## src/rtl/pcie_crdt_pkg.sv

```systemverilog
// rtl/pcie_crdt_pkg.sv - shared types, widths and helpers for the CRDT_DOWN credit generator
package pcie_crdt_pkg;

  typedef enum logic [1:0] {
    CRDT_P    = 2'd0,
    CRDT_NP   = 2'd1,
    CRDT_CPL  = 2'd2,
    CRDT_RSVD = 2'd3
  } crdt_type_e;

  typedef enum logic [1:0] {
    ST_INIT      = 2'd0,
    ST_DONE_PEND = 2'd1,
    ST_RUN       = 2'd2
  } state_e;

  localparam int UPD_PH   = 5;
  localparam int UPD_NPH  = 4;
  localparam int UPD_CPLH = 3;
  localparam int UPD_PD   = 2;
  localparam int UPD_NPD  = 1;
  localparam int UPD_CPLD = 0;

  localparam int HDR_CNT_W  = 2;
  localparam int DATA_CNT_W = 4;
  localparam int HDR_MAX    = 3;
  localparam int DATA_MAX   = 15;

  localparam int DW_W     = 11;
  localparam int CRDT_W   = 10;
  localparam int INFLOW_W = 12;

  // One data credit covers 4 DW; partial groups round up.
  function automatic logic [CRDT_W-1:0] dw2crdt(input logic [DW_W-1:0] dw);
    logic [DW_W:0] t;
    t = {1'b0, dw} + (DW_W+1)'(3);
    return t[DW_W:2];
  endfunction

endpackage

```

## src/rtl/pcie_crdt_down_gen_if.sv

```systemverilog
// rtl/pcie_crdt_down_gen_if.sv - consumption events in, CRDT_DOWN credit updates out
interface pcie_crdt_down_gen_if #(
  parameter int REGIONS = 4
);
  import pcie_crdt_pkg::*;

  logic [REGIONS-1:0]      CONS_VLD;
  logic [REGIONS*2-1:0]    CONS_TYPE;
  logic [REGIONS*DW_W-1:0] CONS_DW;

  logic                  CRDT_DOWN_INIT_DONE;
  logic [5:0]            CRDT_DOWN_UPDATE;
  logic [HDR_CNT_W-1:0]  CRDT_DOWN_CNT_PH;
  logic [HDR_CNT_W-1:0]  CRDT_DOWN_CNT_NPH;
  logic [HDR_CNT_W-1:0]  CRDT_DOWN_CNT_CPLH;
  logic [DATA_CNT_W-1:0] CRDT_DOWN_CNT_PD;
  logic [DATA_CNT_W-1:0] CRDT_DOWN_CNT_NPD;
  logic [DATA_CNT_W-1:0] CRDT_DOWN_CNT_CPLD;
  logic                  ACC_OVF;

  modport master (
    output CONS_VLD, CONS_TYPE, CONS_DW,
    input  CRDT_DOWN_INIT_DONE, CRDT_DOWN_UPDATE,
    input  CRDT_DOWN_CNT_PH, CRDT_DOWN_CNT_NPH, CRDT_DOWN_CNT_CPLH,
    input  CRDT_DOWN_CNT_PD, CRDT_DOWN_CNT_NPD, CRDT_DOWN_CNT_CPLD,
    input  ACC_OVF
  );

  modport slave (
    input  CONS_VLD, CONS_TYPE, CONS_DW,
    output CRDT_DOWN_INIT_DONE, CRDT_DOWN_UPDATE,
    output CRDT_DOWN_CNT_PH, CRDT_DOWN_CNT_NPH, CRDT_DOWN_CNT_CPLH,
    output CRDT_DOWN_CNT_PD, CRDT_DOWN_CNT_NPD, CRDT_DOWN_CNT_CPLD,
    output ACC_OVF
  );

endinterface

```

## src/rtl/pcie_crdt_chan.sv

```systemverilog
// rtl/pcie_crdt_chan.sv - one credit channel: preloaded accumulator, min-emit, saturating inflow
module pcie_crdt_chan
  import pcie_crdt_pkg::*;
#(
  parameter int ACC_WIDTH = 16,
  parameter int INIT      = 0,
  parameter int CNT_W     = 2,
  parameter int CNT_MAX   = 3
) (
  input  logic                clk_i,
  input  logic                rst_i,
  input  logic [INFLOW_W-1:0] inflow_i,
  output logic [CNT_W-1:0]    emit_o,
  output logic                ovf_o,
  output logic                idle_o
);

  localparam int SUM_W = ((ACC_WIDTH > INFLOW_W) ? ACC_WIDTH : INFLOW_W) + 1;

  logic [ACC_WIDTH-1:0] acc_q;
  logic [ACC_WIDTH-1:0] acc_d;
  logic [SUM_W-1:0]     sum;

  always_comb begin
    emit_o = '0;
    if (SUM_W'(acc_q) >= SUM_W'(CNT_MAX)) begin
      emit_o = CNT_W'(CNT_MAX);
    end else begin
      emit_o = acc_q[CNT_W-1:0];
    end
    // Emission and inflow land in the same cycle; the wide sum cannot wrap.
    sum    = SUM_W'(acc_q) - SUM_W'(emit_o) + SUM_W'(inflow_i);
    ovf_o  = |sum[SUM_W-1:ACC_WIDTH];
    acc_d  = ovf_o ? '1 : sum[ACC_WIDTH-1:0];
    idle_o = (acc_q == '0) && (acc_d == '0);
  end

  always_ff @(posedge clk_i) begin
    if (rst_i) begin
      acc_q <= ACC_WIDTH'(INIT);
    end else begin
      acc_q <= acc_d;
    end
  end

endmodule

```

## src/rtl/pcie_crdt_down_gen.sv

```systemverilog
// rtl/pcie_crdt_down_gen.sv - R-Tile CRDT_DOWN generator: init advertisement then CQ/RC credit returns
module pcie_crdt_down_gen
  import pcie_crdt_pkg::*;
#(
  parameter int REGIONS   = 4,
  parameter int INIT_PH   = 64,
  parameter int INIT_NPH  = 64,
  parameter int INIT_CPLH = 256,
  parameter int INIT_PD   = 1024,
  parameter int INIT_NPD  = 16,
  parameter int INIT_CPLD = 1024,
  parameter int ACC_WIDTH = 16
) (
  input  logic                 PCIE_CLK,
  input  logic                 PCIE_RESET,
  pcie_crdt_down_gen_if.slave  crdt_if
);

  localparam int HDR_INIT  [3] = '{INIT_PH, INIT_NPH, INIT_CPLH};
  localparam int DATA_INIT [3] = '{INIT_PD, INIT_NPD, INIT_CPLD};

  logic [INFLOW_W-1:0]   hdr_in    [3];
  logic [INFLOW_W-1:0]   data_in   [3];
  logic [HDR_CNT_W-1:0]  hdr_emit  [3];
  logic [DATA_CNT_W-1:0] data_emit [3];
  logic [CRDT_W-1:0]     credits;
  logic                  rsvd_seen;
  logic [5:0]            chan_ovf;
  logic [5:0]            chan_idle;

  state_e                state_q, state_d;
  logic                  init_done_q;
  logic [5:0]            update_q, update_d;
  logic [HDR_CNT_W-1:0]  hdr_cnt_q  [3];
  logic [DATA_CNT_W-1:0] data_cnt_q [3];
  logic                  acc_ovf_q;

  // Index t follows the credit type encoding: 0=P, 1=NP, 2=CPL.
  always_comb begin
    for (int t = 0; t < 3; t++) begin
      hdr_in[t]  = '0;
      data_in[t] = '0;
    end
    rsvd_seen = 1'b0;
    credits   = '0;
    for (int r = 0; r < REGIONS; r++) begin
      if (crdt_if.CONS_VLD[r]) begin
        credits = dw2crdt(crdt_if.CONS_DW[r*DW_W +: DW_W]);
        if (crdt_if.CONS_TYPE[r*2 +: 2] == CRDT_RSVD) begin
          rsvd_seen = 1'b1;
        end
        for (int t = 0; t < 3; t++) begin
          if (crdt_if.CONS_TYPE[r*2 +: 2] == 2'(t)) begin
            hdr_in[t]  = hdr_in[t] + INFLOW_W'(1);
            data_in[t] = data_in[t] + INFLOW_W'(credits);
          end
        end
      end
    end
  end

  for (genvar t = 0; t < 3; t++) begin : g_chan
    pcie_crdt_chan #(
      .ACC_WIDTH (ACC_WIDTH),
      .INIT      (HDR_INIT[t]),
      .CNT_W     (HDR_CNT_W),
      .CNT_MAX   (HDR_MAX)
    ) u_hdr (
      .clk_i    (PCIE_CLK),
      .rst_i    (PCIE_RESET),
      .inflow_i (hdr_in[t]),
      .emit_o   (hdr_emit[t]),
      .ovf_o    (chan_ovf[UPD_PH-t]),
      .idle_o   (chan_idle[UPD_PH-t])
    );

    pcie_crdt_chan #(
      .ACC_WIDTH (ACC_WIDTH),
      .INIT      (DATA_INIT[t]),
      .CNT_W     (DATA_CNT_W),
      .CNT_MAX   (DATA_MAX)
    ) u_data (
      .clk_i    (PCIE_CLK),
      .rst_i    (PCIE_RESET),
      .inflow_i (data_in[t]),
      .emit_o   (data_emit[t]),
      .ovf_o    (chan_ovf[UPD_PD-t]),
      .idle_o   (chan_idle[UPD_PD-t])
    );
  end

  always_comb begin
    update_d = '0;
    for (int t = 0; t < 3; t++) begin
      update_d[UPD_PH-t] = |hdr_emit[t];
      update_d[UPD_PD-t] = |data_emit[t];
    end
  end

  // INIT only completes once nothing is left and nothing new arrived this cycle.
  always_comb begin
    state_d = state_q;
    case (state_q)
      ST_INIT:      if (&chan_idle) state_d = ST_DONE_PEND;
      ST_DONE_PEND: state_d = ST_RUN;
      ST_RUN:       state_d = ST_RUN;
      default:      state_d = ST_INIT;
    endcase
  end

  always_ff @(posedge PCIE_CLK) begin
    if (PCIE_RESET) begin
      state_q     <= ST_INIT;
      init_done_q <= 1'b0;
      update_q    <= '0;
      acc_ovf_q   <= 1'b0;
      for (int t = 0; t < 3; t++) begin
        hdr_cnt_q[t]  <= '0;
        data_cnt_q[t] <= '0;
      end
    end else begin
      state_q     <= state_d;
      init_done_q <= (state_d == ST_RUN);
      update_q    <= update_d;
      acc_ovf_q   <= acc_ovf_q | (|chan_ovf) | rsvd_seen;
      for (int t = 0; t < 3; t++) begin
        hdr_cnt_q[t]  <= hdr_emit[t];
        data_cnt_q[t] <= data_emit[t];
      end
    end
  end

  assign crdt_if.CRDT_DOWN_INIT_DONE = init_done_q;
  assign crdt_if.CRDT_DOWN_UPDATE    = update_q;
  assign crdt_if.CRDT_DOWN_CNT_PH    = hdr_cnt_q[0];
  assign crdt_if.CRDT_DOWN_CNT_NPH   = hdr_cnt_q[1];
  assign crdt_if.CRDT_DOWN_CNT_CPLH  = hdr_cnt_q[2];
  assign crdt_if.CRDT_DOWN_CNT_PD    = data_cnt_q[0];
  assign crdt_if.CRDT_DOWN_CNT_NPD   = data_cnt_q[1];
  assign crdt_if.CRDT_DOWN_CNT_CPLD  = data_cnt_q[2];
  assign crdt_if.ACC_OVF             = acc_ovf_q;

endmodule
```

## src/flat_wrapper.sv

```systemverilog
// flat-port wrapper written by rule: the top's interface ports become plain ports
module pcie_crdt_down_gen_flat import pcie_crdt_pkg::*;
#(
  parameter int REGIONS   = 4,
  parameter int INIT_PH   = 64,
  parameter int INIT_NPH  = 64,
  parameter int INIT_CPLH = 256,
  parameter int INIT_PD   = 1024,
  parameter int INIT_NPD  = 16,
  parameter int INIT_CPLD = 1024,
  parameter int ACC_WIDTH = 16
)
  (PCIE_CLK, PCIE_RESET, crdt_if_CONS_VLD, crdt_if_CONS_TYPE, crdt_if_CONS_DW, crdt_if_CRDT_DOWN_INIT_DONE, crdt_if_CRDT_DOWN_UPDATE, crdt_if_CRDT_DOWN_CNT_PH, crdt_if_CRDT_DOWN_CNT_NPH, crdt_if_CRDT_DOWN_CNT_CPLH, crdt_if_CRDT_DOWN_CNT_PD, crdt_if_CRDT_DOWN_CNT_NPD, crdt_if_CRDT_DOWN_CNT_CPLD, crdt_if_ACC_OVF);
  pcie_crdt_down_gen_if #(.REGIONS(REGIONS)) crdt_if_i ();
  input  logic PCIE_CLK;
  input  logic PCIE_RESET;
  input wire logic [$bits(crdt_if_i.CONS_VLD)-1:0] crdt_if_CONS_VLD;
  input wire logic [$bits(crdt_if_i.CONS_TYPE)-1:0] crdt_if_CONS_TYPE;
  input wire logic [$bits(crdt_if_i.CONS_DW)-1:0] crdt_if_CONS_DW;
  output wire logic [$bits(crdt_if_i.CRDT_DOWN_INIT_DONE)-1:0] crdt_if_CRDT_DOWN_INIT_DONE;
  output wire logic [$bits(crdt_if_i.CRDT_DOWN_UPDATE)-1:0] crdt_if_CRDT_DOWN_UPDATE;
  output wire logic [$bits(crdt_if_i.CRDT_DOWN_CNT_PH)-1:0] crdt_if_CRDT_DOWN_CNT_PH;
  output wire logic [$bits(crdt_if_i.CRDT_DOWN_CNT_NPH)-1:0] crdt_if_CRDT_DOWN_CNT_NPH;
  output wire logic [$bits(crdt_if_i.CRDT_DOWN_CNT_CPLH)-1:0] crdt_if_CRDT_DOWN_CNT_CPLH;
  output wire logic [$bits(crdt_if_i.CRDT_DOWN_CNT_PD)-1:0] crdt_if_CRDT_DOWN_CNT_PD;
  output wire logic [$bits(crdt_if_i.CRDT_DOWN_CNT_NPD)-1:0] crdt_if_CRDT_DOWN_CNT_NPD;
  output wire logic [$bits(crdt_if_i.CRDT_DOWN_CNT_CPLD)-1:0] crdt_if_CRDT_DOWN_CNT_CPLD;
  output wire logic [$bits(crdt_if_i.ACC_OVF)-1:0] crdt_if_ACC_OVF;
  assign crdt_if_i.CONS_VLD = crdt_if_CONS_VLD;
  assign crdt_if_i.CONS_TYPE = crdt_if_CONS_TYPE;
  assign crdt_if_i.CONS_DW = crdt_if_CONS_DW;
  assign crdt_if_CRDT_DOWN_INIT_DONE = crdt_if_i.CRDT_DOWN_INIT_DONE;
  assign crdt_if_CRDT_DOWN_UPDATE = crdt_if_i.CRDT_DOWN_UPDATE;
  assign crdt_if_CRDT_DOWN_CNT_PH = crdt_if_i.CRDT_DOWN_CNT_PH;
  assign crdt_if_CRDT_DOWN_CNT_NPH = crdt_if_i.CRDT_DOWN_CNT_NPH;
  assign crdt_if_CRDT_DOWN_CNT_CPLH = crdt_if_i.CRDT_DOWN_CNT_CPLH;
  assign crdt_if_CRDT_DOWN_CNT_PD = crdt_if_i.CRDT_DOWN_CNT_PD;
  assign crdt_if_CRDT_DOWN_CNT_NPD = crdt_if_i.CRDT_DOWN_CNT_NPD;
  assign crdt_if_CRDT_DOWN_CNT_CPLD = crdt_if_i.CRDT_DOWN_CNT_CPLD;
  assign crdt_if_ACC_OVF = crdt_if_i.ACC_OVF;
  pcie_crdt_down_gen #(.REGIONS(REGIONS), .INIT_PH(INIT_PH), .INIT_NPH(INIT_NPH), .INIT_CPLH(INIT_CPLH), .INIT_PD(INIT_PD), .INIT_NPD(INIT_NPD), .INIT_CPLD(INIT_CPLD), .ACC_WIDTH(ACC_WIDTH)) u_core (.PCIE_CLK(PCIE_CLK), .PCIE_RESET(PCIE_RESET), .crdt_if(crdt_if_i));
endmodule
```

## config.mk

```make
export PLATFORM = sky130hd
export DESIGN_NAME = pcie_crdt_down_gen_flat
export DESIGN_NICKNAME = d
export VERILOG_FILES = /design/src/rtl/pcie_crdt_pkg.sv /design/src/rtl/pcie_crdt_down_gen_if.sv /design/src/rtl/pcie_crdt_chan.sv /design/src/rtl/pcie_crdt_down_gen.sv /design/src/flat_wrapper.sv
export SDC_FILE = /design/constraint.sdc
export NUM_CORES = 1
export LEC_CHECK = 0
export BUFFER_PORTS_ARGS = -buffer_cell sky130_fd_sc_hd__buf_2
export CAP_MARGIN = 10
export CORE_ASPECT_RATIO = 0.75
export CORE_MARGIN = 5
export CORE_UTILIZATION = 55
export CTS_CLUSTER_SIZE = 20
export DETAILED_ROUTE_END_ITERATION = 6
export PLACE_DENSITY = 0.73
export SYNTH_ARGS = -nofsm -noshare
export SYNTH_HDL_FRONTEND = slang
export SYNTH_SLANG_ARGS = --single-unit
```

## constraint.sdc

```tcl
create_clock -name PCIE_CLK -period 7.99 [get_ports PCIE_CLK]
set_clock_uncertainty 0.1 [all_clocks]
set_input_delay 0.3995 -clock PCIE_CLK [delete_from_list [all_inputs] [get_ports PCIE_CLK]]
set_output_delay 0.3995 -clock PCIE_CLK [all_outputs]
set_load 0.01 [all_outputs]
```

==> results.py <==
metrics = {
    "status": {
        "status": "finished clean",
    },
    "timing": {
        "relSlewSlack_pct": 8.91,
        "fmax_mhz": 132,
        "rsz0062_at_grt": "no",
        "finalHoldViolations": 0,
        "finalSetupViolations": 0,
        "fin_crit_ns": 7.59,
        "worst_slack_ns": 0.396,
        "drv_slew": 0,
        "min_period_over_period_pct": 95.0,
        "worst_slew_pin_slew_ns": 1.35,
    },
    "clock_tree": {
        "cts_tree": "built",
        "cts.sinks": 123,
        "cts-buffers-inserted": 17,
        "post_cts_buffers": 0,
        "cts.clk_slew.worst_paths_ns": 0.06,
        "post_cts_resized": 0,
        "clockBufferDepth": 2,
        "clk_root_buffer_cell": "clkbuf_16",
        "postCtsHoldBufs": 0,
        "clkLatencyLatePin_ns": 0.43,
        "htreeDepth": 4,
    },
    "routing": {
        "num_vias": 15500,
        "ant_nets": 0,
        "avgRoutedWirePerCell_um": 18.4,
        "avgViaCountPerCell": 5.92,
        "drt_wl_total_um": 48000,
        "drc": 0,
        "drt-pass1-iter-count": 6,
        "first_iter_violations": 1523,
    },
    "setup_path": {
        "startpoint": "crdt_if_CONS_DW[1]",
        "crit_path_start_kind": "input port",
        "crit_top_cell": "ha_1",
        "worst_ep_required_time_ns": 8.27,
        "reg2reg_slack_ns": 2.28,
        "slowest_delay_ns": 0.53,
        "critPathSlowestCell": "or4_1",
        "r2r_start": "u_core.g_chan[2].u_hdr.acc_q[11]$_SDFF_PP0_",
        "end_kind": "flop",
        "cp_max_fo": 5,
        "r2r_cells": 24,
        "worstSetupPathType": "input port to flop",
        "cp_data_arrival_time_ns": 7.87,
        "reg2reg_to": "u_core.state_q[0]$_SDFF_PP0_",
    },
    "floorplan": {
        "dieHeight_um": 157,
        "ios": 84,
        "core_um2": 28200,
        "start_util_pct": 56.3,
        "die-area_um2": 32400,
        "placementRows": 53,
        "die_x_um": 206,
    },
    "synth": {
        "synth_area_per_cell_um2": 7.54,
        "seq_area_frac_synth_pct": 15.5,
        "syn_inst": 2107,
        "yosys.area.top_type": "ha_1",
        "ys_ff_latch": 123,
        "syn_nets": 2458,
        "synth_cell_types": 87,
        "netlist_area_um2": 15900,
        "synth_ff_type": "dfxtp_1",
        "synth-edff-count": 0,
        "async_flop_share_pct": 0,
        "synth_top_area_share_pct": 21.9,
        "synth.area.top_cells": "ha_1 (22%), dfxtp_1 (15%), a21oi_1 (6.8%)",
        "ys_warn_count": 0,
    },
    "min_path": {
        "hold_path_class": "input port to flop",
        "min_to": "u_core.data_cnt_q[0][10]$_SDFF_PP0_",
        "min-delay-start": "PCIE_RESET",
        "min_path_cells": 2,
    },
    "final_layout": {
        "diodes": 0,
        "fin_cells": 2614,
        "final_common_cell": "ha_1",
        "final_cell_mix": "ha_1 (278), inv_1 (260), a21oi_1 (215), nor2_1 (198), nand2_1 (136)",
        "multi_input_comb_area_um2": 12400,
        "drive_gt1_share_pct": 12.2,
        "fillers": 2499,
        "final_area_um2": 17800,
        "syn_to_final_growth_pct": 11.7,
        "seq_area_um2": 2460,
        "layout.nets": 2567,
    },
    "place": {
        "place_area_um2": 17100,
        "port_buffers": 83,
        "post-dp-hpwl_um": 39100,
        "place_inst": 2582,
        "dpl_worst_slack_ns": -0.372,
        "place_congestion": 1.04,
    },
    "global_route": {
        "grt_pass1_vias": 14800,
        "grt_overflow_total": 0,
        "grt_max_degree": 60,
        "grt_use_total_pct": 29.2,
        "grt_pass1_wl_um": 75400,
        "antenna_found_initial": 7,
    },
    "run": {
        "maxCapViolations": 0,
    },
}
==> Yosys cell counts (19+ instances only) <==
cell type and instances:
nor3_1 41, mux2_2 31, nand3_1 35, ha_1 278, nand2b_1 24, nand2_1 137, inv_1 260, dfxtp_1 123
a21oi_1 217, xor2_1 59, a21o_1 32, o21bai_1 24, o21a_1 19, nor2_1 201, nand4_1 26, xnor2_1 124
clkbuf_1 50, nor2b_1 23, o21ai_0 106
==> registers in the layout, indices dropped and copies added (netlist names) <==
signal / cells
u_core.g_chan.u_data.acc_q: 48
u_core.g_chan.u_hdr.acc_q: 48
u_core.data_cnt_q: 12
u_core.crdt_if.CRDT_DOWN_UPDATE: 6
u_core.hdr_cnt_q: 6
u_core.crdt_if.ACC_OVF: 1
u_core.crdt_if.CRDT_DOWN_INIT_DONE: 1
u_core.state_q: 1
==> critical path, delay by kind of cell <==
kind,cells,cell delay [ns]
fa+ha+maj,5,1.69
compound gates,10,1.70
simple gates,12,2.13
xor+xnor,5,1.05
mux,1,0.30
buf+inv,5,0.63
==> cells by family (layout without fill, tap and decap cells) <==
family / count (synthesis) / count (layout) / synth area share, %
multiplexers: 45 / 45 / 3.08
adder cells (fa/ha/maj): 293 / 293 / 23.8
flip-flops: 123 / 123 / 15.5
XOR/XNOR: 186 / 186 / 10.4
AND/OR/NAND/NOR: 608 / 608 / 18.9
buffers and inverters: 318 / 440 / 7.52
AO/OA/AOI/OAI: 534 / 534 / 20.9
==> final cells by class <==
| type | count | share of cell area [%] |
|---|---|---|
| Timing Repair Buffer | 147 | 5.06 |
| Tap cell | 385 | 2.71 |
| Clock inverter | 11 | 0.676 |
| Clock buffer | 21 | 2.59 |
| Inverter | 261 | 5.52 |
| Sequential cell | 123 | 13.9 |
| Multi-Input combinational cell | 1666 | 69.6 |
==> metal layers <==
layer	global-route usage [%]	routed length, um	up-vias
li1	-	-	7561
met1	40.1	21600	7178
met2	43.0	19500	632
met3	11.2	5610	98
met4	7.63	1090	10
met5	2.08	185	-
==> through the flow <==
step                TNS, ns  utilization (%)  hold WS [ns]
floorplan                 0                -         0.357
global placement     -0.107             60.4         0.370
finish                    0             62.9         0.354
CTS                       0             62.5         0.347
detailed placement   -0.948             60.4         0.377
global route              0             62.9         0.390
==> how the worst max path moves through the flow <==
stage | to | slack (ns) | cells past startpoint
6_report | u_core.state_q[0]$_SDFF_PP0_ | 0.40 | 38
5_1_grt | u_core.state_q[0]$_SDFF_PP0_ | 0.002 | 38
4_1_cts | u_core.state_q[0]$_SDFF_PP0_ | 0.05 | 39
3_5_place_dp | u_core.state_q[0]$_SDFF_PP0_ | -0.37 | 39
3_3_place_gp | u_core.state_q[0]$_SDFF_PP0_ | -0.11 | 39
2_1_floorplan | u_core.state_q[0]$_SDFF_PP0_ | 0.56 | 35
Power is not shown: default switching activity piles up to over one toggle a cycle in this logic, so the estimate is an artifact.
